**src/rtl/mem_access_sequencer.sv**
```systemverilog
// Single-transaction sequencer between the IO front end and a pipelined memory port.
// Captures clear/read/write commands on the io_done rising edge and runs the handshake.
module mem_access_sequencer #(
    parameter int ADDR_W      = 25,
    parameter int DATA_W      = 16,
    parameter int CLEAR_WORDS = 1024,
    parameter int TIMEOUT     = 255
) (
    input  logic              clk,
    input  logic              rst_n,
    input  logic              io_done,
    input  logic [1:0]        mode,
    input  logic [ADDR_W-1:0] io_addr,
    input  logic [DATA_W-1:0] io_wdata,
    output logic              mem_done,
    output logic [DATA_W-1:0] mem_out,
    output logic              err,
    output logic [ADDR_W-1:0] avm_address,
    output logic [DATA_W-1:0] avm_writedata,
    output logic              avm_read,
    output logic              avm_write,
    input  logic              avm_waitrequest,
    input  logic [DATA_W-1:0] avm_readdata,
    input  logic              avm_readdatavalid
);

    localparam logic [2:0] S_IDLE    = 3'd0;
    localparam logic [2:0] S_WR_REQ  = 3'd1;
    localparam logic [2:0] S_RD_REQ  = 3'd2;
    localparam logic [2:0] S_RD_WAIT = 3'd3;
    localparam logic [2:0] S_CLR_REQ = 3'd4;

    localparam logic [1:0] MODE_CLEAR = 2'b00;
    localparam logic [1:0] MODE_READ  = 2'b01;
    localparam logic [1:0] MODE_WRITE = 2'b10;

    localparam int               CNT_W    = $clog2(TIMEOUT + 1);
    localparam logic [CNT_W-1:0] CNT_LAST = CNT_W'(TIMEOUT - 1);
    localparam logic [ADDR_W-1:0] CLR_LAST = ADDR_W'(CLEAR_WORDS - 1);

    logic [2:0]        state_q, state_d;
    logic              io_done_q;
    logic              mem_done_q, mem_done_d;
    logic [DATA_W-1:0] mem_out_q, mem_out_d;
    logic              err_q, err_d;
    logic [ADDR_W-1:0] addr_q, addr_d;
    logic [DATA_W-1:0] wdata_q, wdata_d;
    logic              read_q, read_d;
    logic              write_q, write_d;
    logic [CNT_W-1:0]  wait_cnt_q, wait_cnt_d;

    logic start;
    logic accept;
    logic timeout_hit;

    assign start       = io_done & ~io_done_q;
    assign accept      = (read_q | write_q) & ~avm_waitrequest;
    // The stalled cycle that would bring the counter to TIMEOUT aborts instead.
    assign timeout_hit = (wait_cnt_q == CNT_LAST);

    always_comb begin
        state_d    = state_q;
        mem_done_d = mem_done_q;
        mem_out_d  = mem_out_q;
        err_d      = err_q;
        addr_d     = addr_q;
        wdata_d    = wdata_q;
        read_d     = read_q;
        write_d    = write_q;
        wait_cnt_d = wait_cnt_q;

        case (state_q)
            S_IDLE: begin
                wait_cnt_d = '0;
                if (start) begin
                    case (mode)
                        MODE_WRITE: begin
                            addr_d     = io_addr;
                            wdata_d    = io_wdata;
                            write_d    = 1'b1;
                            mem_done_d = 1'b0;
                            err_d      = 1'b0;
                            state_d    = S_WR_REQ;
                        end
                        MODE_READ: begin
                            addr_d     = io_addr;
                            read_d     = 1'b1;
                            mem_done_d = 1'b0;
                            err_d      = 1'b0;
                            state_d    = S_RD_REQ;
                        end
                        MODE_CLEAR: begin
                            addr_d     = '0;
                            wdata_d    = '0;
                            write_d    = 1'b1;
                            mem_done_d = 1'b0;
                            err_d      = 1'b0;
                            state_d    = S_CLR_REQ;
                        end
                        default: ;
                    endcase
                end
            end
            S_WR_REQ: begin
                if (accept) begin
                    write_d    = 1'b0;
                    mem_done_d = 1'b1;
                    state_d    = S_IDLE;
                end else if (timeout_hit) begin
                    write_d    = 1'b0;
                    err_d      = 1'b1;
                    mem_done_d = 1'b1;
                    state_d    = S_IDLE;
                end else begin
                    wait_cnt_d = wait_cnt_q + 1'b1;
                end
            end
            S_RD_REQ: begin
                if (accept) begin
                    read_d     = 1'b0;
                    wait_cnt_d = '0;
                    state_d    = S_RD_WAIT;
                end else if (timeout_hit) begin
                    read_d     = 1'b0;
                    err_d      = 1'b1;
                    mem_done_d = 1'b1;
                    state_d    = S_IDLE;
                end else begin
                    wait_cnt_d = wait_cnt_q + 1'b1;
                end
            end
            S_RD_WAIT: begin
                if (avm_readdatavalid) begin
                    mem_out_d  = avm_readdata;
                    mem_done_d = 1'b1;
                    state_d    = S_IDLE;
                end else if (timeout_hit) begin
                    err_d      = 1'b1;
                    mem_done_d = 1'b1;
                    state_d    = S_IDLE;
                end else begin
                    wait_cnt_d = wait_cnt_q + 1'b1;
                end
            end
            S_CLR_REQ: begin
                if (accept) begin
                    wait_cnt_d = '0;
                    if (addr_q == CLR_LAST) begin
                        write_d    = 1'b0;
                        mem_done_d = 1'b1;
                        state_d    = S_IDLE;
                    end else begin
                        addr_d = addr_q + 1'b1;
                    end
                end else if (timeout_hit) begin
                    write_d    = 1'b0;
                    err_d      = 1'b1;
                    mem_done_d = 1'b1;
                    state_d    = S_IDLE;
                end else begin
                    wait_cnt_d = wait_cnt_q + 1'b1;
                end
            end
            default: begin
                read_d     = 1'b0;
                write_d    = 1'b0;
                mem_done_d = 1'b1;
                state_d    = S_IDLE;
            end
        endcase
    end

    always_ff @(posedge clk or negedge rst_n) begin
        if (!rst_n) begin
            state_q    <= S_IDLE;
            io_done_q  <= 1'b0;
            mem_done_q <= 1'b1;
            mem_out_q  <= '0;
            err_q      <= 1'b0;
            addr_q     <= '0;
            wdata_q    <= '0;
            read_q     <= 1'b0;
            write_q    <= 1'b0;
            wait_cnt_q <= '0;
        end else begin
            state_q    <= state_d;
            io_done_q  <= io_done;
            mem_done_q <= mem_done_d;
            mem_out_q  <= mem_out_d;
            err_q      <= err_d;
            addr_q     <= addr_d;
            wdata_q    <= wdata_d;
            read_q     <= read_d;
            write_q    <= write_d;
            wait_cnt_q <= wait_cnt_d;
        end
    end

    assign mem_done      = mem_done_q;
    assign mem_out       = mem_out_q;
    assign err           = err_q;
    assign avm_address   = addr_q;
    assign avm_writedata = wdata_q;
    assign avm_read      = read_q;
    assign avm_write     = write_q;

endmodule
```
**config.mk**
```make
export PLATFORM = sky130hd
export DESIGN_NAME = mem_access_sequencer
export DESIGN_NICKNAME = d
export VERILOG_FILES = /design/src/rtl/mem_access_sequencer.sv
export SDC_FILE = /design/constraint.sdc
export NUM_CORES = 1
export LEC_CHECK = 0
export BUFFER_PORTS_ARGS = -buffer_cell sky130_fd_sc_hd__buf_2
export CAP_MARGIN = 40
export CORE_ASPECT_RATIO = 0.8
export CORE_MARGIN = 8
export CORE_UTILIZATION = 30
export CTS_CLUSTER_DIAMETER = 40
export DETAILED_ROUTE_END_ITERATION = 12
export PLACE_DENSITY = 0.47
export SYNTH_ARGS = -nofsm -noshare
export SYNTH_HDL_FRONTEND = slang
export SYNTH_SLANG_ARGS = --single-unit
```
**constraint.sdc**
```tcl
create_clock -name clk -period 2.2 [get_ports clk]
set_clock_uncertainty 0.05 [all_clocks]
set_input_delay 0.44 -clock clk [delete_from_list [all_inputs] [get_ports clk]]
set_output_delay 0.44 -clock clk [all_outputs]
set_load 0.03 [all_outputs]
```
Word-level counts from Yosys, hierarchy flattened --
Index checks and enable logic that the tools add are counted.
Storage, ports and cells: bits in registers 73, input port bits 64, logic and storage cells 108
Cells by class: add/sub/neg operators 2, eq/ne operators 22, muxes and demuxes 45, bitwise operators 7, reduce and logical (&&, ||, !) cells 22
Operators by type and width (number):
- 25-bit one-hot mux with 2 select lines | 2
- 25-bit 2-to-1 mux | 3
- 8-bit 2-to-1 mux | 4
- 16-bit one-hot mux with 2 select lines | 1
- 8-bit one-hot mux with 4 select lines | 1
- 25-bit by 1-bit adder with 25-bit output, second input constant | 1
- 25-bit by 10-bit equality test with 1-bit output, second input constant | 1
- 1-bit 2-to-1 mux | 21
- 3-bit 2-to-1 mux | 7
- 2-bit != test, second input constant | 9
- 3-bit one-hot mux with 5 select lines | 1
- 4-bit AND reduction | 3
- 5-bit AND reduction | 2
- 3-bit one-hot mux with 3 select lines | 1
- 3-bit AND reduction | 3
- 3-bit OR reduction | 3
- 8-bit by 1-bit adder with 8-bit output, second input constant | 1
- 8-bit equality test, second input constant | 1
- 2-bit OR reduction | 4
- 3-bit by 2-bit equality test with 1-bit output, second input constant | 2
- 3-bit != test, second input constant | 2
- 1-bit one-hot mux with 3 select lines | 2
- 1-bit one-hot mux with 5 select lines | 1
- 4-bit by 1-bit != test with 1-bit output, second input constant | 1
- 16 further kinds | 21

Longest topological paths before layout --
Gate-level depths: netlist (run 1).
depth after elaboration 5, depth in mapped cells 8

Worst setup path after synthesis (run 1) --
No wires, ideal clock.
path type register -> register, start point reg addr_q[0], in the netlist avm_address[0], end point reg addr_q[9], in the netlist avm_address[9], setup time 0.127 ns, arrival 1.871 ns, data required time 2.023 ns, path slack 0.152 ns, stages on the path, launching flop included 8, path buffers 1, period minus slack after synthesis 2.048 ns, cells stage by stage dfrtp_1 > ha_1 > and3_1 > nand3_2 > o21ai_2 > buf_2 > nor4_1 > o32a_2
Between the ends: word-level cells in the longest chain between the ends 4, elaborated cells between the ends (all ways) 7
Ends and longest elaborated chain:
- start: declaration | RTL line 46 | logic [ADDR_W-1:0] addr_q, addr_d;
- start signal: assignment | RTL line 191 | addr_q <= addr_d;
- 25-bit by 1-bit adder with 25-bit output | RTL line 153 | addr_d = addr_q + 1'b1;
- 25-bit 2-to-1 mux | RTL line 148 | if (addr_q == CLR_LAST) begin
- 25-bit 2-to-1 mux | RTL line 146 | if (accept) begin
- 25-bit one-hot mux with 2 select lines | RTL line 72 | case (state_q)
Parallel ways exist; a longest one is shown, timed or not. The select of a mux whose other input is x is not followed. A chain may end at the register's enable or synchronous reset.

Worst setup path in the final report (run 1) --
start point reg addr_q[21], in the netlist avm_address[21], end point reg addr_q[9], in the netlist avm_address[9]
Between the ends: word-level cells in the longest chain between the ends 3
Ends and longest elaborated chain (RTL line):
- 25-bit by 10-bit equality test with 1-bit output | 148
- 2-bit != test (no line)
- 5-bit AND reduction (no line)
Every way passes these cells.

==> results.md, run 1 <==
- Skew-Pair Late Insertion Delay: 340 ps
- CP delay by family, top: simple AND/OR/NAND/NOR gates
- Final hold violations: 0
- GRT overflow: 0
- Htree depth: 3
- Cells after Synth: 447
- Crit share post-route: 93.4%
- Total GRT Usage: 16.1%
- Slew Limit Fails: 0
- Vias in the first global route: 4,237
- Status: finished clean
- Worst R2R Setup Slack: 150 ps
- Leakage: 2.74 nW
- RR Startpoint: avm_address[21]$_DFFE_PN0P_
- Nets: 690
- DP HPWL: 11,100 um
- RSZ-0062 raised after global routing: no
- MaxCap Viol Count: 0
- Non-filler cells, final: 803
- CTS Buf Count: 9
- R2R cell count: 7
- Setup-failing EPs final: 0
- Drt initial violations: 253
- Chip Height: 121 um
- CP Cell Sequence: nor4_2 -> nand4_1 -> buf_4 -> o21ai_2 -> buf_4 -> nor4_1 -> o32a_2
- Synth top area cells: dfrtp_1, nand2_1, mux2_2
- Crit path top cell by count: buf_4
- Drt drc: 0
- TritonRoute pass-1 iters: 5
- CP endpoint kind: flip-flop
- WL final: 14,300 um
- Syn Area/Cell: 9.28 sq um
- Sequential area share after synthesis: 44.0%
- Synth area leader: dfrtp_1
- Crit path DAT: 2230 ps
- Pwr per Cell Area: 1300 nW/um^2
- Core Region: 13,600 sq um
- Pin count of the biggest net entering global routing: 33
- Crit path largest cell delay: 390 ps
- Standard-cell rows: 38
- Maximum VDD drop: 542 uV
- FMAX: 0.487 GHz
- Worst Setup Path Type: reg -> reg
- Clock sink count: 73
- Cell area after synthesis: 4150 sq um
- Top FF cell, synth: dfrtp_1
- Fraction of registers with async set/reset: 100%
- IO buf count: 124
- Post-Place Cells: 784
- Worst Path Buf+Inv: 2
- Die ar.: 17,900 sq um
- Die width: 148 um
- Slew at the pin closest to its max-slew limit: 721 ps
- CP required: 2370 ps
- Share of the synthesized area in the top cell type: 43.4%
- Slowest CP cell: dfrtp_1
- Final Wtd Congestion: 0.795
- Root Driver: clkbuf_16
- Setup crit start kind: flip-flop
- Ys Warns: 0
- Post-Syn Nets: 519
- HP Class: in -> reg
- Vias: 4,194
- WHS Endpoint: io_done_q$_DFF_PN0_
- Reg clk slew, reported paths: 60 ps
- Number of synthesized flops with an enable pin: 0
- TritonCTS clock tree: built
- Fin Hold WS: 191 ps
- First-pass GRT wire length: 23,000 um
- Layout cells sized above 1: 39.3%
- Worst Path Max Fanout: 10
- Effective utilization at floorplan: 30.6%
- Ant. Diodes: 0
- Initial antenna violation count: 0
- Fin crit period: 2050 ps
- Netlist cell types: 60
- Hold Crit Start: io_done
- Hold Path Stages: 1
- IO Pins: 125
- Crit Reg-Reg Endpoint: avm_address[9]$_DFFE_PN0P_
- Clock Tree Buf Depth: 2
- Flops & latches, synth: 73
- DRT antenna net count: 0
- Vias/cell: 5.22
- Wirelength per Cell: 17.8 um
- Slew HR: 51.8%
- P&R area growth vs syn: 37.0%
how the worst max path moves through the flow:
stage | startpoint | endpoint | slack [ps] | cells after the start
after global routing | avm_address[21]$_DFFE_PN0P_ | avm_address[9]$_DFFE_PN0P_ | 30 | 7
after floorplan | avm_address[0]$_DFFE_PN0P_ | avm_address[9]$_DFFE_PN0P_ | 150 | 7
after detailed placement | mode[0] | avm_address[6]$_DFFE_PN0P_ | -130 | 8
after global placement | mode[0] | avm_address[6]$_DFFE_PN0P_ | -90 | 8
final | avm_address[21]$_DFFE_PN0P_ | avm_address[9]$_DFFE_PN0P_ | 150 | 7
after CTS | avm_address[14]$_DFFE_PN0P_ | avm_address[14]$_DFFE_PN0P_ | 3 | 5
sequential cells by signal (all words and copies together), names as in the netlist:
| register | flops |
|---|---|
| avm_address | 25 |
| avm_writedata | 16 |
| mem_out | 16 |
| wait_cnt_q | 8 |
| state_q | 3 |
| avm_read | 1 |
| avm_write | 1 |
| err | 1 |
| io_done_q | 1 |
| mem_done | 1 |
cells in the mapped netlist (2+ instances only):
cell type,count
a211oi_1,10
a21oi_1,18
a22o_1,2
a22oi_1,7
a2bb2oi_1,4
a31oi_1,5
a32o_1,4
a32oi_1,5
and3_1,6
and4_1,2
buf_1,2
buf_2,11
buf_4,2
buf_6,3
clkbuf_1,11
dfrtp_1,72
ha_1,8
inv_1,8
mux2_2,17
nand2_1,62
nand2b_1,4
nand3_1,34
nand4_1,11
nor2_1,31
nor2b_1,3
nor3_1,14
nor3b_1,2
nor4_1,10
o2111ai_1,3
o211ai_1,4
o21a_1,2
o21ai_0,18
o21ai_1,3
o21ai_2,2
o22a_1,6
o22ai_2,6
o311ai_0,4
o31ai_1,2
o32a_2,2
or2_2,5
or3_1,3
cell families after synthesis:
| logic type | Yosys count | share of synthesized area, % |
|---|---|---|
| simple gates | 196 | 23.6 |
| compound gates | 115 | 20.7 |
| flops | 73 | 44.0 |
| buf+inv | 37 | 4.40 |
| mux | 17 | 4.61 |
| fa+ha+maj | 8 | 2.41 |
| xor+xnor | 1 | 0.211 |
final cells by class:
cell class | instances | area (sq um)
Sequential cell | 73 | 1830
Fill cell | 1360 | 7870
Timing Repair Buffer | 189 | 1150
Tap cell | 180 | 225
Multi-Input combinational cell | 337 | 2160
Inverter | 8 | 30.0
Clock buffer | 11 | 233
Clock inverter | 5 | 56.3
per-stage QoR:
stage | TNS (ps) | setup slack [ps] | instance area [sq um] | total power [mW] | util, %
floorplan | 0 | 152 | 4150 | 4.48 | -
finish | 0 | 146 | 5680 | 7.41 | 41.9
CTS | 0 | 3.33 | 5640 | 7.40 | 41.6
global route | 0 | 25.5 | 5680 | 7.87 | 41.9
global placement | -160 | -89.1 | 5330 | 5.90 | 39.3
detailed placement | -340 | -133 | 5340 | 5.92 | 39.4
layout by cell type (no fill, tap or decap), types with 3 or more instances in the layout:
cell type / count
buf_4: 62
a31oi_1: 5
a32o_1: 4
nor2b_1: 3
o22a_1: 6
and3_1: 6
o21ai_0: 18
nor3_1: 14
buf_2: 123
a2bb2oi_1: 4
nand2b_1: 4
or2_2: 5
a21oi_1: 18
nand2_1: 62
o2111ai_1: 3
nand4_1: 11
buf_12: 3
dfrtp_1: 72
o311ai_0: 4
o21ai_1: 3
o211ai_1: 4
a32oi_1: 5
clkbuf_16: 9
ha_1: 8
a22oi_1: 7
nor4_1: 9
nand3_1: 34
inv_1: 8
mux2_2: 17
a211oi_1: 10
o22ai_2: 6
or3_1: 3
nor2_1: 31
power by group:
part,internal [mW],switching (mW),total [mW],leakage (nW)
Sequential,1.84,0.389,2.23,0.935
Combinational,1.37,2.36,3.73,1.67
Clock,0.876,0.576,1.45,0.139
Total,4.09,3.33,7.41,2.74
what timing repair did:
action                                  4_1_cts  5_1_grt
cloned                                        0        0
endpoints found under the setup margin        1       22
pin swaps                                     1        1
buffers inserted                              0        2
hold endpoints to repair                     27        0
gates resized for setup                       0        3
hold buffers                                  1        0
metal layers:
metal / up-vias / wire (um) / global-route usage [%]
met2: 144 / 6250 / 24.1
li1: 2015 / - / -
met3: 10 / 1090 / 4.96
met4: 0 / 142 / 4.20
met5: - / 0 / 0
met1: 2025 / 6770 / 22.1
No activity file was read; power rests on OpenSTA's default activity.
==> run 2, diff against run 1 <==
--- a/config.mk
+++ b/config.mk
@@ -13,6 +13,7 @@
 export CTS_CLUSTER_DIAMETER = 40
 export DETAILED_ROUTE_END_ITERATION = 12
 export PLACE_DENSITY = 0.47
+export REMOVE_ABC_BUFFERS = 1
 export SYNTH_ARGS = -nofsm -noshare
 export SYNTH_HDL_FRONTEND = slang
 export SYNTH_SLANG_ARGS = --single-unit
==> results.md, run 2 (synthesis gave the netlist of run 1 again) <==
- Drt drc: 0
- Pwr per Cell Area: 1300 nW/um^2
- Int Power: 4.08 mW
- Core Util, Final: 41.7%
- Fill cells: 1,397
- Nets: 684
- CP endpoint kind: flip-flop
- Wirelength per Cell: 17.7 um
- Crit path largest cell delay: 420 ps
- Total GRT Usage: 15.9%
- Final Wtd Congestion: 0.846
- Root Driver: clkbuf_16
- Largest register FFs: 25
- CP required: 2370 ps
- Status: finished clean
- IO Pins: 125
- Post-Place Cells: 779
- RSZ-0062 raised after global routing: no
- Clock Tree Buf Depth: 2
- Slew HR: 55.7%
- Reg clk slew, reported paths: 60 ps
- HP Class: in -> reg
- Chip Height: 121 um
- Final Power: 7.35 mW
- Final WS setup: 157 ps
- Vias in the first global route: 4,169
- Vias/cell: 5.18
- CP Cell Sequence: nor4_1 -> nand4_1 -> o21ai_2 -> buf_4 -> nor3_1 -> o32a_2
- Final hold violations: 0
- Cts repair resizes: 0
- First-pass GRT wire length: 23,000 um
- Non-filler cells, final: 797
- Die ar.: 17,900 sq um
- Standard-cell rows: 38
- MaxCap Viol Count: 0
- Vias: 4,128
- Slew Limit Fails: 0
- Clock sink count: 73
- Skew-Pair Late Insertion Delay: 340 ps
- Setup crit start kind: flip-flop
- Initial antenna violation count: 0
- FMAX: 0.490 GHz
- Setup-failing EPs final: 0
- Crit path DAT: 2220 ps
- Drt initial violations: 292
- P_sw: 3.27 mW
- Crit share post-route: 92.9%
- Worst Path Max Fanout: 8
- Sw frac: 44.5%
- Commonest non-fill, non-tap cell in the layout: buf_2
- IO buf count: 124
- TritonCTS clock tree: built
- WL final: 14,100 um
- TritonRoute pass-1 iters: 4
- Die width: 148 um
- Layout cells sized above 1: 38.9%
- DRT antenna net count: 0
- Ant. Diodes: 0
- GRT overflow: 0
- Most frequent cells in the layout: buf_2, dfrtp_1, nand2_1
- Pin count of the biggest net entering global routing: 41
- Effective utilization at floorplan: 30.6%
- Logic pwr share: 49.3%
- Maximum VDD drop: 519 uV
- Core Region: 13,600 sq um
- Part of the power in registers: 30.4%
- DP HPWL: 10,900 um
- Setup slack at placement: -97.0 ps
- Worst Setup Path Type: reg -> reg
- Leakage: 2.72 nW
- Slew at the pin closest to its max-slew limit: 665 ps
- Clk pwr share: 20.2%
- Htree depth: 3
- P&R area growth vs syn: 36.1%
- CTS Buf Count: 9
- Fin crit period: 2040 ps
- Slowest CP cell: dfrtp_1
## run 2: cell count changes in the layout (fill, tap and decap cells not counted), sizes merged
cell	change
clkinvlp	+1
clkbuf	-1
buf	-6
## run 2: power by group through the flow
stage          clock network, mW  logic (mW)  registers (mW)
2_1_floorplan                  0        1.14            3.23
3_3_place_gp                   0        3.61            2.24
3_5_place_dp                   0        3.64            2.25
4_1_cts                     1.55        3.64            2.23
5_1_grt                     1.60        3.93            2.31
6_report                    1.49        3.63            2.24
## run 2: layout make-up
| cell class | count | area [sq um] | share of cell area [%] |
|---|---|---|---|
| Clock buffer | 10 | 239 | 4.23 |
| Tap cell | 180 | 225 | 3.99 |
| Sequential cell | 73 | 1830 | 32.4 |
| Clock inverter | 6 | 67.6 | 1.20 |
| Timing Repair Buffer | 183 | 1120 | 19.8 |
| Multi-Input combinational cell | 337 | 2140 | 37.9 |
| Inverter | 8 | 30.0 | 0.532 |
## run 2: final timing paths
check | from | to | slack [ps] | depth (start not counted)
worst min register to register | avm_writedata[5]$_DFFE_PN0P_ | avm_writedata[5]$_DFFE_PN0P_ | 410 | 2
worst max-delay path | avm_address[13]$_DFFE_PN0P_ | avm_address[3]$_DFFE_PN0P_ | 160 | 6
min in group asynchronous | rst_n | mem_out[10]$_DFFE_PN0P_ | 480 | 2
max in group asynchronous | rst_n | avm_address[18]$_DFFE_PN0P_ | 1080 | 3
worst min-delay path | io_done | io_done_q$_DFF_PN0_ | 200 | 1
worst max register to register | avm_address[13]$_DFFE_PN0P_ | avm_address[3]$_DFFE_PN0P_ | 160 | 6
## run 2: per-stage QoR
step / area [sq um] / setup TNS (ps) / hold slack [ps]
after floorplan: 4000 / -236 / 94.4
after global placement: 5300 / 0 / 294
after detailed placement: 5310 / -295 / 297
after CTS: 5630 / 0 / 186
after global routing: 5650 / 0 / 191
final: 5650 / 0 / 199
## run 2: repair_timing
item	in CTS	in global routing
pin swaps	1	1
buffers inserted	0	1
endpoints found under the setup margin	1	15
endpoints found under the hold margin	16	0
hold buffers	1	0
## run 2: critical path: cells and delay by family (launching register included)
kind,cells,cell delay (ps)
compound gates,2,550
buf+inv,1,200
flops,1,420
simple gates,3,710
## run 2: metal layers
| metal | vias to the layer above | share of wire (%) | GRT usage (%) |
|---|---|---|---|
| met5 | - | 0 | 0 |
| met3 | 11 | 5.6 | 3.88 |
| met2 | 107 | 46 | 24.5 |
| met1 | 1998 | 48 | 21.9 |
| met4 | 0 | 1.2 | 4.51 |
| li1 | 2012 | - | - |
